File: src/rtl/result_drain_ctrl.sv
// -----------------------------------------------------------------------------
// result_drain_ctrl
//
// Reader side of the result SRAM. On a host command it reads a contiguous
// range of result words (address wraps modulo 2^ADDRESSSIZE) and streams them
// out on a valid/ready interface through a small output FIFO, so downstream
// backpressure never drops or duplicates a word.
//
// Optional build macro: RESULT_REVERSE_EN
//   defined     - lane order is reversed as words enter the FIFO
//                 (output lane i = SRAM lane MATRIX_SIZE-1-i)
//   not defined - SRAM words pass through unchanged
//
// Ports:
//   clk            clock, all logic on the rising edge
//   rst            synchronous active-high reset
//   cmd_valid      command request
//   cmd_ready      high only while idle
//   cmd_base_addr  first word address
//   cmd_len        number of words (0 = empty transfer)
//   sram_read_en   read strobe to the result SRAM
//   sram_address   read address (holds its last value when not reading)
//   sram_data_in   SRAM read data, valid one cycle after the strobe
//   m_valid        stream word valid (FIFO not empty)
//   m_ready        downstream accept
//   m_data         stream word (FIFO head)
//   m_last         high with the final word of a command
//   busy           high while reading or draining
//   done           one-cycle pulse after the last word is accepted
// -----------------------------------------------------------------------------
module result_drain_ctrl #(
    parameter int ADDRESSSIZE    = 10,
    parameter int PARTIAL_SUM_BW = 20,
    parameter int MATRIX_SIZE    = 8,
    parameter int FIFO_DEPTH     = 4
) (
    input  logic                                   clk,
    input  logic                                   rst,
    input  logic                                   cmd_valid,
    output logic                                   cmd_ready,
    input  logic [ADDRESSSIZE-1:0]                 cmd_base_addr,
    input  logic [ADDRESSSIZE-1:0]                 cmd_len,
    output logic                                   sram_read_en,
    output logic [ADDRESSSIZE-1:0]                 sram_address,
    input  logic [PARTIAL_SUM_BW*MATRIX_SIZE-1:0]  sram_data_in,
    output logic                                   m_valid,
    input  logic                                   m_ready,
    output logic [PARTIAL_SUM_BW*MATRIX_SIZE-1:0]  m_data,
    output logic                                   m_last,
    output logic                                   busy,
    output logic                                   done
);

    localparam int WORDSIZE = PARTIAL_SUM_BW * MATRIX_SIZE;
    localparam int PTR_W    = (FIFO_DEPTH > 1) ? $clog2(FIFO_DEPTH) : 1;
    localparam int CNT_W    = $clog2(FIFO_DEPTH + 1);

    typedef enum logic [1:0] {
        ST_IDLE  = 2'd0,
        ST_READ  = 2'd1,
        ST_DRAIN = 2'd2,
        ST_DONE  = 2'd3
    } state_t;

    // Control state
    state_t                  state_r;
    logic [ADDRESSSIZE-1:0]  addr_r;          // next address to read
    logic [ADDRESSSIZE-1:0]  rem_r;           // reads still to issue
    logic                    sram_read_en_r;
    logic [ADDRESSSIZE-1:0]  sram_address_r;
    logic                    rd_last_r;       // read issued this cycle is the final one
    logic                    inflight_r;      // SRAM data arriving this cycle
    logic                    inflight_last_r; // ... and it is the final word

    // Output FIFO
    logic [WORDSIZE-1:0]     fifo_mem_r  [FIFO_DEPTH];
    logic                    fifo_last_r [FIFO_DEPTH];
    logic [PTR_W-1:0]        rd_ptr_r;
    logic [PTR_W-1:0]        wr_ptr_r;
    logic [CNT_W-1:0]        count_r;

    // Registered outputs
    logic                    m_valid_r;
    logic [WORDSIZE-1:0]     m_data_r;
    logic                    m_last_r;
    logic                    cmd_ready_r;
    logic                    busy_r;
    logic                    done_r;

    // Next-state helpers
    logic                    cmd_fire_s;
    logic                    pop_s;
    logic                    push_s;
    logic [WORDSIZE-1:0]     push_data_s;
    logic [CNT_W-1:0]        count_after_pop_s;
    logic [CNT_W-1:0]        count_next_s;
    logic [PTR_W-1:0]        rd_ptr_next_s;
    logic [PTR_W-1:0]        wr_ptr_next_s;
    logic [WORDSIZE-1:0]     head_data_next_s;
    logic                    head_last_next_s;
    logic [CNT_W:0]          occupancy_next_s;
    logic                    space_ok_s;

    // Circular pointer increment for a FIFO depth that need not be a power of two
    function automatic logic [PTR_W-1:0] ptr_inc(input logic [PTR_W-1:0] ptr);
        logic [PTR_W-1:0] nxt;
        if (ptr == PTR_W'(FIFO_DEPTH - 1)) begin
            nxt = {PTR_W{1'b0}};
        end else begin
            nxt = ptr + PTR_W'(1);
        end
        return nxt;
    endfunction

`ifdef RESULT_REVERSE_EN
    // Undo the write-side lane reversal so lane 0 is matrix column 0
    function automatic logic [WORDSIZE-1:0] reverse_lanes(input logic [WORDSIZE-1:0] word);
        logic [WORDSIZE-1:0] rev;
        rev = word;
        for (int i = 0; i < MATRIX_SIZE; i++) begin
            rev[i*PARTIAL_SUM_BW +: PARTIAL_SUM_BW] =
                word[(MATRIX_SIZE-1-i)*PARTIAL_SUM_BW +: PARTIAL_SUM_BW];
        end
        return rev;
    endfunction

    assign push_data_s = reverse_lanes(sram_data_in);
`else
    assign push_data_s = sram_data_in;
`endif

    // FIFO bookkeeping and next head word; a pop and a push in one cycle both apply
    always_comb begin
        cmd_fire_s        = cmd_valid & cmd_ready_r;
        pop_s             = m_valid_r & m_ready;
        push_s            = inflight_r;
        count_after_pop_s = count_r - {{(CNT_W-1){1'b0}}, pop_s};
        count_next_s      = count_after_pop_s + {{(CNT_W-1){1'b0}}, push_s};

        if (pop_s) begin
            rd_ptr_next_s = ptr_inc(rd_ptr_r);
        end else begin
            rd_ptr_next_s = rd_ptr_r;
        end

        if (push_s) begin
            wr_ptr_next_s = ptr_inc(wr_ptr_r);
        end else begin
            wr_ptr_next_s = wr_ptr_r;
        end

        // When the FIFO would be empty after the pop, an arriving word becomes
        // the head directly; otherwise the head is the stored entry at the new
        // read pointer, which is never the slot being written this cycle.
        if (count_after_pop_s == {CNT_W{1'b0}}) begin
            if (push_s) begin
                head_data_next_s = push_data_s;
                head_last_next_s = inflight_last_r;
            end else begin
                head_data_next_s = m_data_r;
                head_last_next_s = 1'b0;
            end
        end else begin
            head_data_next_s = fifo_mem_r[rd_ptr_next_s];
            head_last_next_s = fifo_last_r[rd_ptr_next_s];
        end

        // A read issued next cycle must fit alongside the stored words and the
        // read issued this cycle (which lands next cycle).
        occupancy_next_s = {1'b0, count_next_s} + {{CNT_W{1'b0}}, sram_read_en_r};
        space_ok_s       = (occupancy_next_s < (CNT_W+1)'(FIFO_DEPTH));
    end

    // FIFO storage write; entries are only visible through count_r, so no reset
    always_ff @(posedge clk) begin
        if (push_s) begin
            fifo_mem_r[wr_ptr_r]  <= push_data_s;
            fifo_last_r[wr_ptr_r] <= inflight_last_r;
        end
    end

    // Command FSM, read issue, FIFO pointers and all registered outputs
    always_ff @(posedge clk) begin
        if (rst) begin
            state_r         <= ST_IDLE;
            addr_r          <= {ADDRESSSIZE{1'b0}};
            rem_r           <= {ADDRESSSIZE{1'b0}};
            sram_read_en_r  <= 1'b0;
            sram_address_r  <= {ADDRESSSIZE{1'b0}};
            rd_last_r       <= 1'b0;
            inflight_r      <= 1'b0;
            inflight_last_r <= 1'b0;
            rd_ptr_r        <= {PTR_W{1'b0}};
            wr_ptr_r        <= {PTR_W{1'b0}};
            count_r         <= {CNT_W{1'b0}};
            m_valid_r       <= 1'b0;
            m_data_r        <= {WORDSIZE{1'b0}};
            m_last_r        <= 1'b0;
            cmd_ready_r     <= 1'b1;
            busy_r          <= 1'b0;
            done_r          <= 1'b0;
        end else begin
            rd_ptr_r        <= rd_ptr_next_s;
            wr_ptr_r        <= wr_ptr_next_s;
            count_r         <= count_next_s;
            m_valid_r       <= (count_next_s != {CNT_W{1'b0}});
            m_data_r        <= head_data_next_s;
            m_last_r        <= head_last_next_s;
            inflight_r      <= sram_read_en_r;
            inflight_last_r <= rd_last_r;
            sram_read_en_r  <= 1'b0;
            rd_last_r       <= 1'b0;
            done_r          <= 1'b0;

            case (state_r)
                ST_IDLE: begin
                    if (cmd_fire_s) begin
                        cmd_ready_r <= 1'b0;
                        if (cmd_len == {ADDRESSSIZE{1'b0}}) begin
                            state_r <= ST_DONE;
                            busy_r  <= 1'b0;
                            done_r  <= 1'b1;
                        end else begin
                            // The FIFO is empty in idle, so the first read is
                            // issued on the very next cycle.
                            sram_read_en_r <= 1'b1;
                            sram_address_r <= cmd_base_addr;
                            addr_r         <= cmd_base_addr + ADDRESSSIZE'(1);
                            rem_r          <= cmd_len - ADDRESSSIZE'(1);
                            busy_r         <= 1'b1;
                            if (cmd_len == ADDRESSSIZE'(1)) begin
                                rd_last_r <= 1'b1;
                                state_r   <= ST_DRAIN;
                            end else begin
                                state_r   <= ST_READ;
                            end
                        end
                    end else begin
                        cmd_ready_r <= 1'b1;
                        busy_r      <= 1'b0;
                    end
                end

                ST_READ: begin
                    if (space_ok_s) begin
                        sram_read_en_r <= 1'b1;
                        sram_address_r <= addr_r;
                        addr_r         <= addr_r + ADDRESSSIZE'(1);
                        rem_r          <= rem_r - ADDRESSSIZE'(1);
                        if (rem_r == ADDRESSSIZE'(1)) begin
                            rd_last_r <= 1'b1;
                            state_r   <= ST_DRAIN;
                        end else begin
                            state_r   <= ST_READ;
                        end
                    end else begin
                        state_r <= ST_READ;
                    end
                end

                ST_DRAIN: begin
                    if (pop_s && m_last_r) begin
                        state_r <= ST_DONE;
                        busy_r  <= 1'b0;
                        done_r  <= 1'b1;
                    end else begin
                        state_r <= ST_DRAIN;
                    end
                end

                ST_DONE: begin
                    state_r     <= ST_IDLE;
                    cmd_ready_r <= 1'b1;
                    busy_r      <= 1'b0;
                end

                default: begin
                    state_r     <= ST_IDLE;
                    cmd_ready_r <= 1'b1;
                    busy_r      <= 1'b0;
                end
            endcase
        end
    end

    assign cmd_ready    = cmd_ready_r;
    assign sram_read_en = sram_read_en_r;
    assign sram_address = sram_address_r;
    assign m_valid      = m_valid_r;
    assign m_data       = m_data_r;
    assign m_last       = m_last_r;
    assign busy         = busy_r;
    assign done         = done_r;

endmodule

File: config.mk
export PLATFORM = sky130hd
export DESIGN_NAME = result_drain_ctrl
export DESIGN_NICKNAME = d
export VERILOG_FILES = /design/src/rtl/result_drain_ctrl.sv
export SDC_FILE = /design/constraint.sdc
export NUM_CORES = 1
export LEC_CHECK = 0
export ABC_AREA = 0
export CAP_MARGIN = 20
export CORE_UTILIZATION = 51
export DETAILED_ROUTE_END_ITERATION = 6
export GPL_TIMING_DRIVEN = 1
export PLACE_DENSITY = 0.76
export SYNTH_ARGS = -nofsm -noshare
export SYNTH_HDL_FRONTEND = slang
export SYNTH_SLANG_ARGS = --single-unit
File: constraint.sdc
create_clock -name clk -period 5.5 [get_ports clk]
set_input_delay 0.825 -clock clk [delete_from_list [all_inputs] [get_ports clk]]
set_output_delay 0.825 -clock clk [all_outputs]
set_load 0.005 [all_outputs]
==> run_results.csv, run 1 <==
group,metric,value,unit
synth,async_reset_ff_share,0,%
critical_path,path_common_cell,"ha_1",
clock_tree,cts_tree,"built",
clock_tree,clockBufferDepth,3,
timing,tns,0,ns
critical_path,criticalPathCategory,"input pin to flop",
detailed_routing,via_count,18500,
global_routing,antenna_found_initial,11,
synth,syn_nets,2104,
timing,fmax,0.277,GHz
floorplanning,core.rowCount,93,
layout,ff_latch_area,23500,sq um
power,power_leakage,13.3,nW
layout,mostFrequentLayoutCells,"edfxtp_1, clkdlybuf4s50_1, dfxtp_1",
detailed_routing,wl,72200,um
global_routing,grt_first_pass_wirelength,112000,um
hold_path,hold_path.class,"flop to flop",
layout,area_delta_synth_final,20.5,%
power,combPwrFrac,30.7,%
critical_path,cp.arrival,4.15,ns
floorplanning,coreArea,64900,sq um
layout,multiInputGateArea,9290,sq um
critical_path,crit_path_end_kind,"flop",
clock_tree,ctsHtreeMaxLevel,3,
clock_tree,cts_repair_resize_count,0,
power,power,0.0202,W
timing,fin_skew,0.0143,ns
detailed_routing,routed_via_density,5.83,
layout,post-route-util,62.7,%
synth,synth_top_area_share,57.3,%
power,swShare,30.4,%
synth,ys_seq_elements,852,
layout,drive_gt1_share,17.2,%
power,power.switching,0.00615,W
critical_path,crit_family,"compound AO/OA/AOI/OAI gates",
synth,synth.cell_area,33800,sq um
placement,hpwl,40400,um
detailed_routing,drt-initial-drc-count,1363,
critical_path,crit_chain,"clkdlybuf4s50_1 > and2_4 > ha_1 > ha_1 > inv_1 > ha_1 > xnor3_1 > and2_2 > o221ai_2 > o21ai_0 > a31oi_1",
floorplanning,die_area,67200,sq um
timing,drv_slew,0,
global_routing,grt_overflow_total,0,
global_routing,grt_pass1_vias,19400,
critical_path,cp.buffers_inverters,2,
synth,synth_edf_count,644,
synth,synth_cell_types,69,
clock_tree,clkTransAtPathRegs,0.06,ns
layout,nets,2448,
timing,relSlewSlack,30.7,%
global_routing,grt_max_degree,159,
synth,synth_largest_area_cell,"edfxtp_1",
layout,final_common_cell,"edfxtp_1",
timing,post-route-min-period,3.61,ns
power,power.density,497,nW/um^2
floorplanning,dieWidth,259,um
detailed_routing,drcViolationCount,0,
timing,period_share,65.7,%
placement,gp_congestion,0.813,
clock_tree,clk-insertion-delay-late,0.63,ns
critical_path,slowest_delay,0.79,ns
critical_path,crit_slowest_cell,"o221ai_2",
critical_path,cp_max_fo,24,
synth,synth_cells,1900,
placement,io_buffer_count,359,
timing,rsz0062_at_grt,"no",
synth,synth.area.top_cells,"edfxtp_1, dfxtp_1, mux4_2, mux2i_1, a211oi_2",
detailed_routing,drt_first_pass_iters,5,
power,vdd_ir_drop_max,655,uV
detailed_routing,antenna_violating_nets_post_route,0,
clock_tree,clock-sinks,852,
floorplanning,initial_core_util,52.0,%
clock_tree,root_buffer,"clkbuf_16",
critical_path,required,6.04,ns
synth,avgSynthCellArea,17.8,sq um
timing,worstMarginPinSlew,1.04,ns
timing,setup_violations,0,
power,internal-power,0.0141,W
clock_tree,cts_buffers,86,
layout,fill_cells,4576,
power,power_frac_seq,40.7,%
synth,yosys_warnings,0,
timing,hold_viol_final,0,
floorplanning,io_pins,360,
flow_run,maxCapViolations,0,
synth,ys_seq_area_share,69.6,%
detailed_routing,wire_per_inst,22.7,um
clock_tree,cts_setup_buffers,0,
global_routing,grt_usage,21.6,%
critical_path,worstSetupStartpointType,"input pin",
synth,synth-main-ff-cell,"edfxtp_1",
floorplanning,die_y,259,um
outcome,status,"completed",
power,power_frac_clock,28.7,%
clock_tree,postCtsHoldBufs,0,
==> cell usage after synthesis (all sizes together), types with 6 or more instances <==
cell           n
nor3           7
a211oi       172
nand2         20
clkbuf        60
dlygate4sd1    9
nor2b          8
o21ai         20
a31oi          8
mux4         161
edfxtp       644
dfxtp        208
ha            20
and2           7
mux2i        170
nand3         12
inv           17
a21oi         25
nand4          6
o211ai         8
buf           58
nor2         194
==> per-stage QoR <==
stage	hold WS [ns]	instance area, sq um	setup WS [ns]	cells
floorplan	0.414	33800	0.404	1900
global placement	0.436	37800	1.39	3011
detailed placement	0.437	37800	1.24	3011
CTS	0.448	40700	1.92	3172
global route	0.469	40700	1.73	3173
finish	0.446	40700	1.89	3175
==> layout make-up <==
| class | instances | area share, % |
|---|---|---|
| well taps | 855 | 2.63 |
| multi-input cells | 904 | 22.8 |
| clock buffers | 124 | 5.99 |
| inverters | 17 | 0.157 |
| flip-flops and latches | 852 | 57.8 |
| clock inverters | 37 | 0.975 |
| repair buffers | 383 | 9.62 |
| diodes | 3 | 0.0185 |
==> power groups by stage <==
stage                     clock [W]  sequential (W)  combinational (W)
final                       0.00580         0.00823            0.00621
after global placement            0         0.00830            0.00609
after CTS                   0.00590         0.00823            0.00629
after floorplan                   0         0.00831            0.00433
after detailed placement          0         0.00834            0.00624
after global routing        0.00615         0.00831            0.00677
==> registers in the layout (all words and copies together) (netlist names), 2 cells and up <==
register	count
count_r	3
rem_r	10
fifo_mem_r	640
state_r	2
rd_ptr_r	2
m_data	160
addr_r	10
sram_address	10
wr_ptr_r	2
fifo_last_r	4
==> final timing paths <==
kind                   from              end  slack [ns]  cells past startpoint
setup / recovery    m_ready        addr_r[2]        1.89                     11
hold reg to reg   rd_last_r  inflight_last_r        0.45                      1
hold / removal    rd_last_r  inflight_last_r        0.45                      1
setup reg to reg    m_valid        addr_r[2]        2.13                     10
==> per-layer routing <==
layer  vias up  wire length, um  global-route usage (%)
met5         -               94                       0
met4        14             1340                    6.00
met3       107             5130                    5.74
met2       550            35700                    35.6
met1      9543            29900                    28.2
li1       8283                -                       -
==> cell families after synthesis <==
family,Yosys count,synth area share (%)
adder cells (fa/ha/maj),20,0.741
multiplexers,333,16.0
AND/OR/NAND/NOR,278,3.61
flip-flops,852,69.6
XOR/XNOR,9,0.274
buffers and inverters,144,2.97
AO/OA/AOI/OAI,264,6.77
==> worst register-to-register path, cell delays in order (launching register included) <==
cell	delay, ns
dfxtp_1	0.38
and2_4	0.24
ha_1	0.19
ha_1	0.23
inv_1	0.12
ha_1	0.17
xnor3_1	0.42
and2_2	0.22
o221ai_2	0.79
o21ai_0	0.30
a31oi_1	0.22
(Power assumes the default switching activity.)
==> inputs of run 2 (changes only) <==
Clock period 5.5 ns to 3.25 ns, I/O delays scaled along.
==> run 2 against run 1 <==
  * Total power increased by 74%
  * Largest cell class unchanged
  * Clock power increased by 70%
  * Largest power group unchanged
  * Clock skew increased by 0.0025 ns
==> run_results.csv, run 2 (synthesized netlist as in run 1, its figures left out) <==
group,metric,value,unit
outcome,status,"completed",
placement,placed_area,38700,sq um
placement,gp_congestion,0.830,
timing,worstMarginPinSlew,0.992,ns
power,power,0.0352,W
timing,fmax,0.329,GHz
layout,fill_cells,4426,
power,power_leakage,13.8,nW
layout,largest_reg_flops,640,
layout,fin_area,41600,sq um
critical_path,required,3.77,ns
detailed_routing,drcViolationCount,0,
critical_path,cp.arrival,3.55,ns
clock_tree,clkTransAtPathRegs,0.06,ns
clock_tree,cts_tree,"built",
clock_tree,postCtsHoldBufs,0,
timing,tns,0,ns
layout,mostFrequentLayoutCells,"edfxtp_1, clkdlybuf4s50_1, dfxtp_1",
layout,final_common_cell,"edfxtp_1",
clock_tree,cts_buffers,85,
power,power.switching,0.0107,W
layout,largest_register,"fifo_mem_r",
floorplanning,die_y,259,um
power,power_frac_clock,28.0,%
layout,ff_latch_area,23500,sq um
floorplanning,initial_core_util,52.0,%
global_routing,grt_first_pass_wirelength,114000,um
timing,post-route-min-period,3.04,ns
global_routing,grt_max_degree,93,
clock_tree,ctsHtreeMaxLevel,3,
clock_tree,root_buffer,"clkbuf_16",
placement,hpwl,46400,um
power,combPwrFrac,32.4,%
critical_path,cp_max_fo,23,
timing,hold_viol_final,0,
detailed_routing,via_count,18700,
floorplanning,die_area,67200,sq um
detailed_routing,wire_per_inst,22.7,um
clock_tree,clk-insertion-delay-late,0.63,ns
floorplanning,coreArea,64900,sq um
detailed_routing,drt-initial-drc-count,1351,
placement,io_buffer_count,359,
power,swShare,30.4,%
timing,relSlewSlack,33.8,%
clock_tree,clock-sinks,852,
detailed_routing,antenna_violating_nets_post_route,0,
timing,drv_slew,0,
floorplanning,dieWidth,259,um
detailed_routing,routed_via_density,5.76,
timing,setup_ws,0.214,ns
layout,drive_gt1_share,20.3,%
layout,multiInputGateArea,9290,sq um
floorplanning,io_pins,360,
critical_path,crit_path_end_kind,"flop",
timing,rsz0062_at_grt,"no",
clock_tree,cts_repair_resize_count,0,
global_routing,grt_pass1_vias,19700,
global_routing,grt_overflow_total,0,
global_routing,antenna_found_initial,6,
power,vdd_ir_drop_max,551,uV
timing,period_share,93.4,%
clock_tree,cts_setup_buffers,0,
detailed_routing,wl,73700,um
layout,nets,2516,
floorplanning,core.rowCount,93,
clock_tree,clockBufferDepth,3,
flow_run,maxCapViolations,0,
hold_path,hold_path.class,"flop to flop",
detailed_routing,drt_first_pass_iters,5,
global_routing,grt_usage,22.2,%
critical_path,criticalPathCategory,"flop to flop",
power,power.density,848,nW/um^2
timing,fin_skew,0.0168,ns
placement,pre_cts_slack,-0.327,ns
power,power_frac_seq,39.5,%
critical_path,worstSetupStartpointType,"flop",
layout,area_delta_synth_final,23.1,%
timing,setup_violations,0,
power,internal-power,0.0245,W
[run 2: cell types whose count changed in the layout (fill, tap and decap cells not counted), sizes merged]
cell      previous run  this run
buf                 24        93
bufinv               6         5
clkbuf             125       115
clkinv              23        35
clkinvlp             2         4
diode                3         2
inv                 23        19
[run 2: worst paths after layout]
kind	from	endpoint	slack, ns	cells after the start
worst max-delay path	m_valid	rem_r[0]	0.21	11
worst min-delay path	rd_last_r	inflight_last_r	0.46	1
worst max register to register	m_valid	rem_r[0]	0.21	11
worst min register to register	rd_last_r	inflight_last_r	0.46	1
[run 2: power by group through the flow]
stage          Clock [W]  Combinational (W)  Sequential [W]
2_1_floorplan          0            0.00734          0.0140
3_3_place_gp           0             0.0112          0.0140
6_report         0.00988             0.0114          0.0139
4_1_cts           0.0101             0.0116          0.0139
3_5_place_dp           0             0.0115          0.0141
5_1_grt           0.0105             0.0124          0.0140
[run 2: cell type report]
cell class	instances	share of cell area (%)
clock buffers	114	5.85
repair buffers	452	11.4
diodes	2	0.0120
clock inverters	46	1.09
inverters	17	0.154
multi-input cells	904	22.3
flip-flops and latches	852	56.6
well taps	855	2.57
[run 2: critical path, cell delays in order, from the launching register on]
cell and delay, ns:
dfxtp_1 0.35, and2_4 0.18, ha_1 0.27, inv_1 0.08, ha_1 0.20, ha_1 0.21
xnor3_1 0.39, and2_2 0.18, o221a_2 0.55, buf_4 0.22, o21ai_0 0.08, a211oi_1 0.23
[run 2: metal layers]
metal,up-vias,track usage (%),part of all wire [%]
met1,9525,29.1,41
met4,10,6.27,1.7
met5,-,0,0.091
met3,94,5.42,7.9
met2,649,36.9,49
li1,8404,-,-
[run 2: stage by stage]
step | utilization (%) | instances | hold slack (ns)
final | 64.0 | 3242 | 0.460
after CTS | 64.0 | 3240 | 0.461
after global placement | 59.6 | 3080 | 0.439
after detailed placement | 59.6 | 3080 | 0.450
after floorplan | - | 1900 | 0.414
after global routing | 64.0 | 3240 | 0.470
